File: config.mk
export PLATFORM = sky130hd
export DESIGN_NAME = core_launcher_flat
export DESIGN_NICKNAME = d
export VERILOG_FILES = /design/src/rtl/core_launcher_if.sv /design/src/rtl/core_launcher.sv /design/src/flat_wrapper.sv
export SDC_FILE = /design/constraint.sdc
export NUM_CORES = 1
export LEC_CHECK = 0
export CORE_MARGIN = 4
export CORE_UTILIZATION = 39
export CTS_CLUSTER_DIAMETER = 30
export CTS_CLUSTER_SIZE = 30
export DETAILED_ROUTE_END_ITERATION = 10
export GPL_TIMING_DRIVEN = 0
export PLACE_DENSITY_LB_ADDON = 0.08
export SLEW_MARGIN = 20
export SYNTH_ARGS = -nofsm -noshare
export SYNTH_HDL_FRONTEND = slang
export SYNTH_SLANG_ARGS = --single-unit
File: constraint.sdc
create_clock -name clk -period 2.3 [get_ports clk]
set_clock_uncertainty 0.1 [all_clocks]
set_input_delay 0.345 -clock clk [delete_from_list [all_inputs] [get_ports clk]]
set_output_delay 0.345 -clock clk [all_outputs]
set_load 0.005 [all_outputs]
File: src/rtl/core_launcher_if.sv
// Bus bundle between the launcher and the load source, core, data memory and result sink.
// The launcher side is the master modport; everything it talks to sits on the slave side.
interface core_launcher_if #(
  parameter int AW = 8,
  parameter int DW = 8
);
  logic          ld_valid;
  logic [DW-1:0] ld_data;
  logic          ld_ready;
  logic          core_reset;
  logic          core_req;
  logic          core_done;
  logic          mem_wr_en;
  logic [AW-1:0] mem_addr;
  logic [DW-1:0] mem_wr_data;
  logic [DW-1:0] mem_rd_data;
  logic          res_valid;
  logic [DW-1:0] res_data;
  logic          res_ready;

  modport master (
    input  ld_valid, ld_data, core_done, mem_rd_data, res_ready,
    output ld_ready, core_reset, core_req, mem_wr_en, mem_addr, mem_wr_data,
           res_valid, res_data
  );

  modport slave (
    output ld_valid, ld_data, core_done, mem_rd_data, res_ready,
    input  ld_ready, core_reset, core_req, mem_wr_en, mem_addr, mem_wr_data,
           res_valid, res_data
  );
endinterface

File: src/rtl/core_launcher.sv
// Host-side run sequencer: loads operands into core data memory, runs the core
// through its req/done handshake with a timeout, then streams results back out.
module core_launcher #(
  parameter int AW        = 8,
  parameter int DW        = 8,
  parameter int LOAD_BASE = 0,
  parameter int LOAD_LEN  = 64,
  parameter int RES_BASE  = 64,
  parameter int RES_LEN   = 64,
  parameter int TIMEOUT   = 4096
) (
  input  logic                clk,
  input  logic                reset,
  input  logic                start,
  core_launcher_if.master     bus,
  output logic                busy,
  output logic                finished,
  output logic                timeout_err,
  output logic [15:0]         run_cycles
);

  localparam int MAX_LEN = (LOAD_LEN > RES_LEN) ? LOAD_LEN : RES_LEN;
  localparam int IW      = (MAX_LEN > 1) ? $clog2(MAX_LEN) : 1;

  localparam logic [IW-1:0] LOAD_LAST  = IW'((LOAD_LEN > 0) ? LOAD_LEN - 1 : 0);
  localparam logic [IW-1:0] RES_LAST   = IW'((RES_LEN > 0) ? RES_LEN - 1 : 0);
  localparam logic [AW-1:0] LOAD_BASE_A = AW'(LOAD_BASE);
  localparam logic [AW-1:0] RES_BASE_A  = AW'(RES_BASE);

  typedef enum logic [2:0] {
    S_IDLE,
    S_LOAD,
    S_RST,
    S_RUN,
    S_READ,
    S_FIN
  } state_t;

  state_t        state_reg;
  logic [IW-1:0] idx_reg;
  logic          rst_cnt_reg;
  logic          done_reg;
  logic          timeout_err_reg;
  logic [15:0]   run_cycles_reg;

  logic          ld_beat;
  logic          res_beat;
  logic [15:0]   run_cycles_inc;
  logic          timeout_hit;
  logic [AW-1:0] idx_addr;

  assign ld_beat        = (state_reg == S_LOAD) && bus.ld_valid;
  assign res_beat       = (state_reg == S_READ) && bus.res_ready;
  assign run_cycles_inc = run_cycles_reg + 16'd1;
  assign timeout_hit    = (run_cycles_inc == 16'(TIMEOUT));
  assign idx_addr       = AW'(idx_reg);

  always_ff @(posedge clk or negedge reset) begin
    if (!reset) begin
      state_reg       <= S_IDLE;
      idx_reg         <= '0;
      rst_cnt_reg     <= 1'b0;
      done_reg        <= 1'b0;
      timeout_err_reg <= 1'b0;
      run_cycles_reg  <= 16'd0;
    end else begin
      case (state_reg)
        S_IDLE: begin
          if (start) begin
            timeout_err_reg <= 1'b0;
            run_cycles_reg  <= 16'd0;
            idx_reg         <= '0;
            rst_cnt_reg     <= 1'b0;
            done_reg        <= 1'b0;
            state_reg       <= (LOAD_LEN == 0) ? S_RST : S_LOAD;
          end
        end

        S_LOAD: begin
          if (ld_beat) begin
            if (idx_reg == LOAD_LAST) begin
              idx_reg   <= '0;
              state_reg <= S_RST;
            end else begin
              idx_reg <= idx_reg + IW'(1);
            end
          end
        end

        // Two cycles of core reset; done_reg is cleared so RUN starts from a clean view.
        S_RST: begin
          if (rst_cnt_reg) begin
            rst_cnt_reg <= 1'b0;
            done_reg    <= 1'b0;
            state_reg   <= S_RUN;
          end else begin
            rst_cnt_reg <= 1'b1;
          end
        end

        // Done is acted on one cycle after the core raises it; it takes priority over timeout.
        S_RUN: begin
          run_cycles_reg <= run_cycles_inc;
          done_reg       <= bus.core_done;
          if (done_reg) begin
            idx_reg   <= '0;
            state_reg <= (RES_LEN == 0) ? S_FIN : S_READ;
          end else if (timeout_hit) begin
            timeout_err_reg <= 1'b1;
            state_reg       <= S_FIN;
          end
        end

        S_READ: begin
          if (res_beat) begin
            if (idx_reg == RES_LAST) begin
              idx_reg   <= '0;
              state_reg <= S_FIN;
            end else begin
              idx_reg <= idx_reg + IW'(1);
            end
          end
        end

        S_FIN: begin
          state_reg <= S_IDLE;
        end

        default: begin
          state_reg <= S_IDLE;
        end
      endcase
    end
  end

  // Memory address follows idx only while the launcher owns the bus; otherwise parked at 0.
  assign bus.mem_addr    = (state_reg == S_LOAD) ? (LOAD_BASE_A + idx_addr) :
                           (state_reg == S_READ) ? (RES_BASE_A + idx_addr)  : '0;
  assign bus.mem_wr_en   = ld_beat;
  assign bus.mem_wr_data = (state_reg == S_LOAD) ? bus.ld_data : {DW{1'b0}};
  assign bus.ld_ready    = (state_reg == S_LOAD);
  assign bus.core_reset  = (state_reg != S_RUN);
  assign bus.core_req    = (state_reg == S_RUN);
  assign bus.res_valid   = (state_reg == S_READ);
  assign bus.res_data    = (state_reg == S_READ) ? bus.mem_rd_data : {DW{1'b0}};

  assign busy        = (state_reg != S_IDLE);
  assign finished    = (state_reg == S_FIN);
  assign timeout_err = timeout_err_reg;
  assign run_cycles  = run_cycles_reg;

endmodule

File: src/flat_wrapper.sv
// flat-port wrapper written by rule: the top's interface ports become plain ports
module core_launcher_flat 
#(
  parameter int AW        = 8,
  parameter int DW        = 8,
  parameter int LOAD_BASE = 0,
  parameter int LOAD_LEN  = 64,
  parameter int RES_BASE  = 64,
  parameter int RES_LEN   = 64,
  parameter int TIMEOUT   = 4096
)
  (clk, reset, start, busy, finished, timeout_err, run_cycles, bus_ld_valid, bus_ld_data, bus_core_done, bus_mem_rd_data, bus_res_ready, bus_ld_ready, bus_core_reset, bus_core_req, bus_mem_wr_en, bus_mem_addr, bus_mem_wr_data, bus_res_valid, bus_res_data);
  core_launcher_if #(.AW(AW), .DW(DW)) bus_i ();
  input  logic clk;
  input  logic reset;
  input  logic start;
  output logic busy;
  output logic finished;
  output logic timeout_err;
  output logic [15:0] run_cycles;
  input wire logic [$bits(bus_i.ld_valid)-1:0] bus_ld_valid;
  input wire logic [$bits(bus_i.ld_data)-1:0] bus_ld_data;
  input wire logic [$bits(bus_i.core_done)-1:0] bus_core_done;
  input wire logic [$bits(bus_i.mem_rd_data)-1:0] bus_mem_rd_data;
  input wire logic [$bits(bus_i.res_ready)-1:0] bus_res_ready;
  output wire logic [$bits(bus_i.ld_ready)-1:0] bus_ld_ready;
  output wire logic [$bits(bus_i.core_reset)-1:0] bus_core_reset;
  output wire logic [$bits(bus_i.core_req)-1:0] bus_core_req;
  output wire logic [$bits(bus_i.mem_wr_en)-1:0] bus_mem_wr_en;
  output wire logic [$bits(bus_i.mem_addr)-1:0] bus_mem_addr;
  output wire logic [$bits(bus_i.mem_wr_data)-1:0] bus_mem_wr_data;
  output wire logic [$bits(bus_i.res_valid)-1:0] bus_res_valid;
  output wire logic [$bits(bus_i.res_data)-1:0] bus_res_data;
  assign bus_i.ld_valid = bus_ld_valid;
  assign bus_i.ld_data = bus_ld_data;
  assign bus_i.core_done = bus_core_done;
  assign bus_i.mem_rd_data = bus_mem_rd_data;
  assign bus_i.res_ready = bus_res_ready;
  assign bus_ld_ready = bus_i.ld_ready;
  assign bus_core_reset = bus_i.core_reset;
  assign bus_core_req = bus_i.core_req;
  assign bus_mem_wr_en = bus_i.mem_wr_en;
  assign bus_mem_addr = bus_i.mem_addr;
  assign bus_mem_wr_data = bus_i.mem_wr_data;
  assign bus_res_valid = bus_i.res_valid;
  assign bus_res_data = bus_i.res_data;
  core_launcher #(.AW(AW), .DW(DW), .LOAD_BASE(LOAD_BASE), .LOAD_LEN(LOAD_LEN), .RES_BASE(RES_BASE), .RES_LEN(RES_LEN), .TIMEOUT(TIMEOUT)) u_core (.clk(clk), .reset(reset), .start(start), .bus(bus_i), .busy(busy), .finished(finished), .timeout_err(timeout_err), .run_cycles(run_cycles));
endmodule
[After elaboration in Yosys (flattened, before gate mapping)]
Index checks and enable logic that the tools add are counted.
Operators by class
  $add $sub $neg: 3
  reductions and logical operators: 14
  eq/ne operators: 18
  muxes and demuxes: 29
Operator list (number)
  2-to-1 mux 8 bit: 4
  case mux 16 bit (2 select lines): 1
  2-to-1 mux 6 bit: 5
  2-to-1 mux 3 bit: 8
  case mux 6 bit (4 select lines): 1
  adder 16 x 1 -> 16 bit, second input constant: 1
  == test 16 x 13 -> 1 bit, second input constant: 1
  2-to-1 mux 16 bit: 1
  case mux 3 bit (5 select lines): 1
  != test 2 x 1 -> 1 bit, second input constant: 7
  adder 7 x 6 -> 8 bit, first input constant: 1
  AND reduction 7 bit: 1
  adder 6 x 1 -> 6 bit, second input constant: 1
  == test 3 x 2 -> 1 bit, second input constant: 2
  == test 3 bit, second input constant: 2
  == test 6 bit, second input constant: 1
  nonzero test 3 bit: 2
  2-to-1 mux 1 bit: 5
  AND reduction 5 bit: 1
  != test 2 bit, second input constant: 2
  case mux 1 bit (2 select lines): 2
  AND reduction 2 bit: 2
  AND reduction 4 bit: 1
  nonzero test 2 bit: 2
  8 further kinds: 9
Word-level totals
  input port bits: 22
  register bits: 28
  output and inout bits: 48
  logic and storage cells: 70

[Logic depth before layout (Yosys ltp)]
Gate-level depths: netlist of run 1.
  depth in word-level cells: 5
  mapped depth: 7
  depth with buffers taken out: 7

[Worst setup path before layout of run 1]
Ideal clock, no wire load.
  path type: reg-to-reg
  start: register u_core.run_cycles_reg[0], in the netlist u_core.run_cycles[0]
  end: register u_core.state_reg[1]
  path buffers: 0
  cell stages (with the launch flop): 8
  setup slack: 0.155 ns
  arrival time: 1.921 ns
  library setup time: 0.124 ns
  clock period less this slack: 2.145 ns
  cells stage by stage: dfrtp_1 ha_1 nand4_1 nor4_2 nand3_1 a211oi_2 o2111ai_2 o2bb2ai_1
On the way
  cells in the longest elaborated chain, start to end: 4
Ends and longest elaborated chain
  from (decl): RTL line core_launcher.sv:44  | logic [15:0] run_cycles_reg;
  from (signal assigned): RTL line core_launcher.sv:103  | run_cycles_reg <= run_cycles_inc;
  adder 16 x 1 -> 16 bit: RTL line core_launcher.sv:54  | assign run_cycles_inc = run_cycles_reg + 16'd1;
  == test 16 x 13 -> 1 bit: RTL line core_launcher.sv:55  | assign timeout_hit = (run_cycles_inc == 16'(TIMEOUT));
  != test 3 x 1 -> 1 bit (no source line)
  AND reduction 7 bit (no source line)
  to (signal assigned): RTL line core_launcher.sv:75  | state_reg <= (LOAD_LEN == 0) ? S_RST : S_LOAD;
  to (signal assigned): RTL line core_launcher.sv:107  | state_reg <= (RES_LEN == 0) ? S_FIN : S_READ;
  to (decl): RTL line core_launcher.sv:39  | state_t state_reg;
Every way passes these cells.
A chain may end at the register's enable or synchronous reset.

[Final worst setup path of run 1]
Same ends and word-level chain as after synthesis.

==> metrics.txt, run 1 <==
status=completed; f_max=0.446 GHz; Max Slew Vio Count=0; Overflow after GRT=0; Post-synth EDFFs=0; initial antenna violation count=0; worst-path fanout max=6; Num CTS Buffers=3; Leak Pwr=1.38 nW; Multi-input gate area=0.00127 mm2; CP arrival=2.30 ns; worst slew pin tran=0.631 ns; register area share after synthesis=0.344; CTS tree=done; remaining antenna violation count=0; Synth Cell Area=0.00204 mm2; I/O pin total=70; r2r worst-path depth=7; Avg WL per Cell=14.2 um; Final Instance Area=0.00302 mm2; Slew headroom=0.579; final wirelength=5770 um; hold-critical path depth=1; Worst Setup SP=u_core.run_cycles[0]; full die area=0.00644 mm2; I/O Buffers=68; RSZ-0062 raised after global routing=true; Placeable Area=0.00507 mm2; worst reg2reg setup slack=0.06 ns; critical path launch point type=flip-flop; Min-Delay Endpoint=u_core.rst_cnt_reg; CP cell instances=ha_2 > nand4_1 > nor4_4 > or3_2 > a211oi_2 > o2111ai_2 > o2bb2ai_1; Synth Register Bits=28; crit-path max cell delay=0.45 ns; Worst R2R Start=u_core.run_cycles[0]; Pre-antenna DRT Iters=4; Post-Place Cells=391; row count=26; crit path time final=2.24 ns; die width=80.3 um; # DRC=0; Die H=80.3 um; root buffer cell=clkbuf_8; setup violators final=0; ant diodes=0; vias in the first global route=2005; Synth Instances=253; Worst-path clk slew=0.09 ns; Hold Crit Class=reg -> reg; Final Hold Viols=0; vias=2139; Sequential Area=707 um2; area post-placement=0.00280 mm2; max FFs per register=16; gr usage total=0.181; worst hold start=u_core.rst_cnt_reg; reg-to-reg endpoint=u_core.state_reg[1]; via density per instance=5.27; synth warn=0; post-route insts no fill=406; Final HPWL DP=4180 um; initial core utilization=0.401; Core Util, Final=0.596; Tcrit/Tclk final=0.974; Placer Congestion=0.831; area grow syn2layout=48.4%; Slowest-stage cell, CP=dfrtp_2; critical path required time=2.36 ns; asr flop ratio synth=1.00; critical path type=reg -> reg; 1st-iter DRT viols=137; clk_lat worst skew=0.28 ns; layout cell share with drive strength beyond 1=0.179; peak supply drop=0.422 mV; Max Cap Viol=0; Fillers=503; power per cell area=755 mW/mm2; Top FF cell, synth=dfrtp_1; first-pass GRT wire length=9450 um; sink count of the clock tree=28; largest net degree at the start of global routing=29; # nets final=363; worst-case clock buffer depth=2; post-synthesis cell type count=50; Synth Area per Inst=8.05 um2; Synth Net Count=278; htree depth=1; Worst Setup End Kind=flip-flop
[area by class of cell]
type / instances / area share
inverters: 3 / 0.00497
plain buffers: 16 / 0.0397
repair buffers: 83 / 0.258
well taps: 70 / 0.0290
multi-input cells: 203 / 0.421
flip-flops and latches: 28 / 0.234
clock buffers: 3 / 0.0137
[through the flow]
stage / hold WS (ns) / total power, mW / setup TNS [ns] / setup slack (ns)
after global routing: 0.443 / 2.48 / -0.154 / -0.0515
after global placement: 0.378 / 1.80 / -1.94 / -0.213
after CTS: 0.405 / 2.20 / 0 / 0.00231
after floorplan: -0.0506 / 1.32 / 0 / 0.155
after detailed placement: 0.307 / 1.82 / -2.57 / -0.273
final: 0.402 / 2.28 / 0 / 0.0592
[cell usage after synthesis (3+ instances only)]
cell type,count,area share
a21oi_1,5,0.012
a31oi_1,6,0.018
and2_1,13,0.040
and3_1,21,0.064
buf_4,6,0.022
clkbuf_1,10,0.018
dfrtp_1,28,0.34
ha_1,3,0.018
mux2i_1,5,0.025
nand2_1,24,0.044
nand2b_1,6,0.018
nand3_1,9,0.022
nand4_1,6,0.018
nor2_1,24,0.044
nor3_1,4,0.0098
o21ai_0,32,0.079
o21ai_1,3,0.0074
o31ai_1,9,0.033
[cell families after synthesis]
kind of cell | count (synthesis) | share of synthesized area
and+or+nand+nor | 126 | 0.338
AOI/OAI and AO/OA | 65 | 0.200
DFF | 28 | 0.344
buffers and inverters | 22 | 0.0596
muxes | 5 | 0.0246
adders and majority gates | 3 | 0.0184
xor gates and xnor gates | 3 | 0.0129
other | 1 | 0.00184
[power breakdown]
part	total (mW)	internal, mW	switching (mW)	leakage [nW]
Combinational	1.33	0.688	0.646	0.980
Sequential	0.683	0.566	0.116	0.375
Clock	0.267	0.118	0.149	0.0216
Total	2.28	1.37	0.912	1.38
[cells in the final DEF, fill, tap and decap left out, drive strengths merged, types with 3 or more instances in the layout]
master and count:
a21oi 6, a31oi 6, and2 15, and3 23, buf 25, clkbuf 9
clkdlybuf4s50 56, dfrtp 28, dlygate4sd2 9, ha 3, mux2i 5, nand2 25
nand2b 6, nand3 9, nand4 7, nor2 24, nor3 5, nor4 3
o21ai 35, o31ai 9
[repair_timing]
action                                 in CTS  in global routing
endpoints found under the hold margin       9                  0
gates cloned                                1                  1
gates resized for setup                    29                 13
setup endpoints to repair                  31                 21
pin swaps                                   0                  5
setup buffers                               5                  7
hold buffers                                1                  0
[per-layer routing]
layer	vias up	part of all wire	track usage	routed length, um
met5	-	0	0	0
met3	4	0.049	0.0336	282
met1	1008	0.46	0.251	2640
met2	57	0.49	0.291	2800
met4	0	0.0076	0.0405	44
li1	1070	-	-	-
[worst max-delay path, delay by kind of cell, from the launching register on]
kind,cells,cell delay (ns)
and+or+nand+nor,3,0.74
AOI/OAI and AO/OA,3,0.60
DFF,1,0.45
adders and majority gates,1,0.23
[how the worst max path moves through the flow]
stage | slack (ns) | end | depth (start not counted)
after floorplan | 0.15 | u_core.state_reg[1] | 7
after global placement | -0.21 | bus_mem_wr_en | 7
after detailed placement | -0.27 | bus_mem_wr_en | 7
after CTS | 0.002 | bus_res_data[2] | 5
after global routing | -0.05 | u_core.state_reg[1] | 7
final | 0.06 | u_core.state_reg[1] | 7
No activity file was read; power rests on OpenSTA's default activity.
==> run 2, diff against run 1 <==
--- a/config.mk
+++ b/config.mk
@@ -6,4 +6,5 @@
 export NUM_CORES = 1
 export LEC_CHECK = 0
+export ABC_CLOCK_PERIOD_IN_PS = 2300
 export CORE_MARGIN = 4
 export CORE_UTILIZATION = 39
==> constraint.sdc (replaced) <==
create_clock -name clk -period 2.3 [get_ports clk]
set_clock_uncertainty 0.1 [all_clocks]
set_input_delay 0.345 -clock clk [delete_from_list [all_inputs] [get_ports clk]]
set_output_delay 0.345 -clock clk [all_outputs]
set_load 0.01 [all_outputs]
==> metrics.txt, run 2 (synthesis gave the netlist of run 1 again) <==
I/O Buffers=68; root buffer cell=clkbuf_8; crit path time final=2.25 ns; remaining antenna violation count=0; most common cell after layout, fill and taps aside=clkdlybuf4s50_1; die width=80.3 um; worst-case clock buffer depth=2; row count=26; Hold Crit Class=reg -> reg; critical path required time=2.36 ns; sink count of the clock tree=28; CTS tree=done; first-pass GRT wire length=9330 um; Tcrit/Tclk final=0.978; vias=2102; Worst R2R Start=u_core.run_cycles[1]; worst reg2reg setup slack=0.05 ns; vias in the first global route=1986; # DRC=0; reg-to-reg endpoint=u_core.state_reg[1]; crit-path max cell delay=0.46 ns; RSZ-0062 raised after global routing=true; Num CTS Buffers=3; Slew headroom=0.580; CP arrival=2.31 ns; most frequent cells in the layout=clkdlybuf4s50_1, o21ai_0, nor2_1, nand2_1, dfrtp_1; Leak Pwr=1.35 nW; Worst Setup End Kind=flip-flop; clk_lat worst skew=0.28 ns; layout cell share with drive strength beyond 1=0.161; Power, Total=2.24 mW; Die H=80.3 um; Worst Setup SP=u_core.run_cycles[1]; status=completed; setup violators final=0; area grow syn2layout=45.8%; 1st-iter DRT viols=118; critical path launch point type=flip-flop; gr usage total=0.179; Placeable Area=0.00507 mm2; full die area=0.00644 mm2; Worst-path clk slew=0.09 ns; Final Hold Viols=0; ant diodes=0; Placer Congestion=0.831; initial antenna violation count=0; initial core utilization=0.401; Pre-antenna DRT Iters=4; Slowest-stage cell, CP=dfrtp_2; Fin Hold WS=0.406 ns; Post-Place Cells=391; Setup crit end=u_core.state_reg[1]; Overflow after GRT=0; # nets final=357; Max Slew Vio Count=0; CP cell instances=ha_2 > nand4_1 > nor4_4 > or3_2 > a211oi_2 > o2111ai_2 > o2bb2ai_1; largest net degree at the start of global routing=29; setup tns final=0 ns; Avg WL per Cell=14.1 um; power per cell area=752 mW/mm2; worst slew pin tran=0.630 ns; via density per instance=5.26; Max Cap Viol=0; peak supply drop=0.445 mV; r2r worst-path depth=7; max FFs per register=16; critical path type=reg -> reg; final wirelength=5650 um; htree depth=1; post-route insts no fill=400; worst-path fanout max=7; I/O pin total=70; Final HPWL DP=4180 um; f_max=0.444 GHz
## run 2: cell types whose count changed in the layout (fill, tap and decap cells not counted), sizes merged
cell           before  now
clkdlybuf4s50      56   47
buf                25   20
clkdlybuf4s15       0    5
dlygate4sd2         9   13
dlymetal6s2s        2    1
## run 2: cell type report
| class | instances | area (um2) |
|---|---|---|
| fillers | 517 | 2100 |
| repair buffers | 77 | 727 |
| well taps | 70 | 87.6 |
| flip-flops and latches | 28 | 707 |
| clock buffers | 3 | 41.3 |
| plain buffers | 16 | 124 |
| inverters | 3 | 15.0 |
| multi-input cells | 203 | 1270 |
## run 2: repair_timing
action / 4_1_cts / 5_1_grt
hold buffers: 1 / 0
buffers inserted: 4 / 4
pin swaps: 0 / 5
hold endpoints to repair: 9 / 0
setup endpoints to repair: 31 / 21
cloned: 0 / 0
resized for setup: 35 / 20
## run 2: worst min path at each step
stage | start | depth (start not counted) | end
floorplan | reset | 0 | u_core.done_reg
global placement | u_core.rst_cnt_reg | 1 | u_core.rst_cnt_reg
detailed placement | reset | 1 | u_core.run_cycles[13]
CTS | u_core.rst_cnt_reg | 1 | u_core.rst_cnt_reg
global route | u_core.idx_reg[5] | 1 | u_core.idx_reg[5]
finish | u_core.rst_cnt_reg | 1 | u_core.rst_cnt_reg
## run 2: worst max-delay path, delay by kind of cell (launching register included)
family | cells | cell delay (ns)
and+or+nand+nor | 3 | 0.75
AOI/OAI and AO/OA | 3 | 0.60
DFF | 1 | 0.46
adders and majority gates | 1 | 0.22
## run 2: power breakdown
| part | switching (mW) | internal, mW |
|---|---|---|
| logic | 0.660 | 0.617 |
| clock network | 0.151 | 0.118 |
| registers | 0.123 | 0.566 |
| total | 0.934 | 1.30 |
## run 2: through the flow
step	setup WS, ns	util	cell area, um2
4_1_cts	-0.00561	0.568	2880
2_1_floorplan	0.113	-	2040
3_5_place_dp	-0.307	0.552	2800
5_1_grt	-0.0383	0.585	2970
6_report	0.0497	0.585	2970
3_3_place_gp	-0.247	0.553	2810
## run 2: metal layers
| metal | global-route usage | up-vias | routed length [um] |
|---|---|---|---|
| met5 | 0 | - | 0 |
| met4 | 0.0405 | 0 | 44 |
| met3 | 0.0336 | 4 | 230 |
| met2 | 0.286 | 44 | 2710 |
| met1 | 0.249 | 995 | 2670 |
| li1 | - | 1059 | - |
==> run 3, diff against run 2 <==
Settings changed: SLEW_MARGIN 20 to unset.
==> metrics.txt, run 3 (synthesis gave the netlist of run 1 again) <==
status=complete, but fails checks; failing checks=negative hold slack; vias=2129; Placer Congestion=0.831; vias in the first global route=2063; r2r worst-path depth=7; Pre-antenna DRT Iters=4; CP arrival=1.76 ns; Overflow after GRT=0; final wirelength=5800 um; area grow syn2layout=48.3%; Die H=80.3 um; ant diodes=0; first-pass GRT wire length=9790 um; worst slew pin tran=0.629 ns; initial antenna violation count=0; remaining antenna violation count=0; Max Cap Viol=0; f_max=0.454 GHz; Net Sw Power=954 uW; initial core utilization=0.401; Placeable Area=0.00507 mm2; critical path type=reg -> out; Max Slew Vio Count=0; I/O Buffers=68; Num CTS Buffers=3; Final HPWL DP=4150 um; Worst Setup End Kind=primary output; via density per instance=5.30; worst-case clock buffer depth=2; Fillers=503; gr usage total=0.187; Multi-input gate area=0.00127 mm2; Hold Crit Class=in -> async; Final Hold Viols=28; htree depth=1; Avg WL per Cell=14.4 um; most common cell after layout, fill and taps aside=clkdlybuf4s50_1; worst-path fanout max=10; critical path launch point type=flip-flop; I/O pin total=70; clock power share=0.136; root buffer cell=clkbuf_8; setup violators final=0; Final Instance Area=0.00302 mm2; most frequent cells in the layout=clkdlybuf4s50_1, o21ai_0, nand2_1, dfrtp_1, nor2_1; row count=26; Tcrit/Tclk final=0.958; Combinational Power Share=0.573; Sequential Area=706 um2; Power, Total=2.29 mW; share of total power in sequential cells=0.291; largest net degree at the start of global routing=29; Worst-path clk slew=0.11 ns; internal power=1.34 mW; full die area=0.00644 mm2; Leak Pwr=1.54 nW; # nets final=358; clk_lat worst skew=0.28 ns; die width=80.3 um; Fin Hold WS=-0.0297 ns; peak supply drop=0.484 mV; RSZ-0062 raised after global routing=true; area post-placement=0.00281 mm2; power per cell area=758 mW/mm2; CTS tree=done; crit path time final=2.20 ns; 1st-iter DRT viols=125; layout cell share with drive strength beyond 1=0.166; Switching Share=0.417; # DRC=0; critical path required time=1.86 ns; sink count of the clock tree=28; max FFs per register=16; Slew headroom=0.581
[run 3: layer usage]
metal	global-route usage	vias up	part of all wire
li1	-	1064	-
met1	0.263	1019	0.48
met2	0.299	42	0.47
met3	0.0336	4	0.036
met4	0.0372	0	0.0086
met5	0	-	0
[run 3: critical path, cell delays in order, from the launching register on]
cell and delay, ns:
dfrtp_1 0.36, buf_4 0.17, nor2b_1 0.18, buf_4 0.13, and2_1 0.11, clkdlybuf4s50_1 0.54
[run 3: power by group through the flow]
stage / Combinational, mW / Clock, mW / Sequential, mW
4_1_cts: 1.27 / 0.324 / 0.662
5_1_grt: 1.46 / 0.351 / 0.681
6_report: 1.31 / 0.312 / 0.666
3_3_place_gp: 1.21 / 0 / 0.640
3_5_place_dp: 1.22 / 0 / 0.645
2_1_floorplan: 0.741 / 0 / 0.633
[run 3: worst paths after layout]
kind	start	end	slack, ns
setup / recovery	u_core.state_reg[0]	finished	0.1
hold / removal	reset	u_core.run_cycles[13]	-0.03
setup reg to reg	u_core.run_cycles[1]	u_core.state_reg[1]	0.1
hold reg to reg	u_core.rst_cnt_reg	u_core.rst_cnt_reg	0.40
max in group asynchronous	reset	u_core.run_cycles[1]	1.68
min in group clk	u_core.rst_cnt_reg	u_core.rst_cnt_reg	0.40
[run 3: timing repair]
item	in CTS	in global routing
hold buffers	0	0
pin swaps	1	6
setup buffers	4	5
setup endpoints to repair	32	19
cloned	1	0
resized for setup	31	23
[run 3: layout make-up]
type,instances,share of cell area
plain buffers,16,0.0410
clock buffers,4,0.0182
inverters,3,0.00497
multi-input cells,203,0.422
flip-flops and latches,28,0.234
well taps,70,0.0290
repair buffers,78,0.251
[run 3: metrics by stage]
stage	setup WS (ns)	instances	setup TNS [ns]	hold WS, ns	utilization
final	0.0976	402	0	-0.0297	0.595
after floorplan	0.113	253	0	-0.0506	-
after CTS	0.000398	397	0	0.408	0.574
after detailed placement	-0.267	391	-2.88	0.383	0.553
after global placement	-0.247	391	-2.30	0.378	0.553
after global routing	-0.00270	402	-0.00270	0.0157	0.595
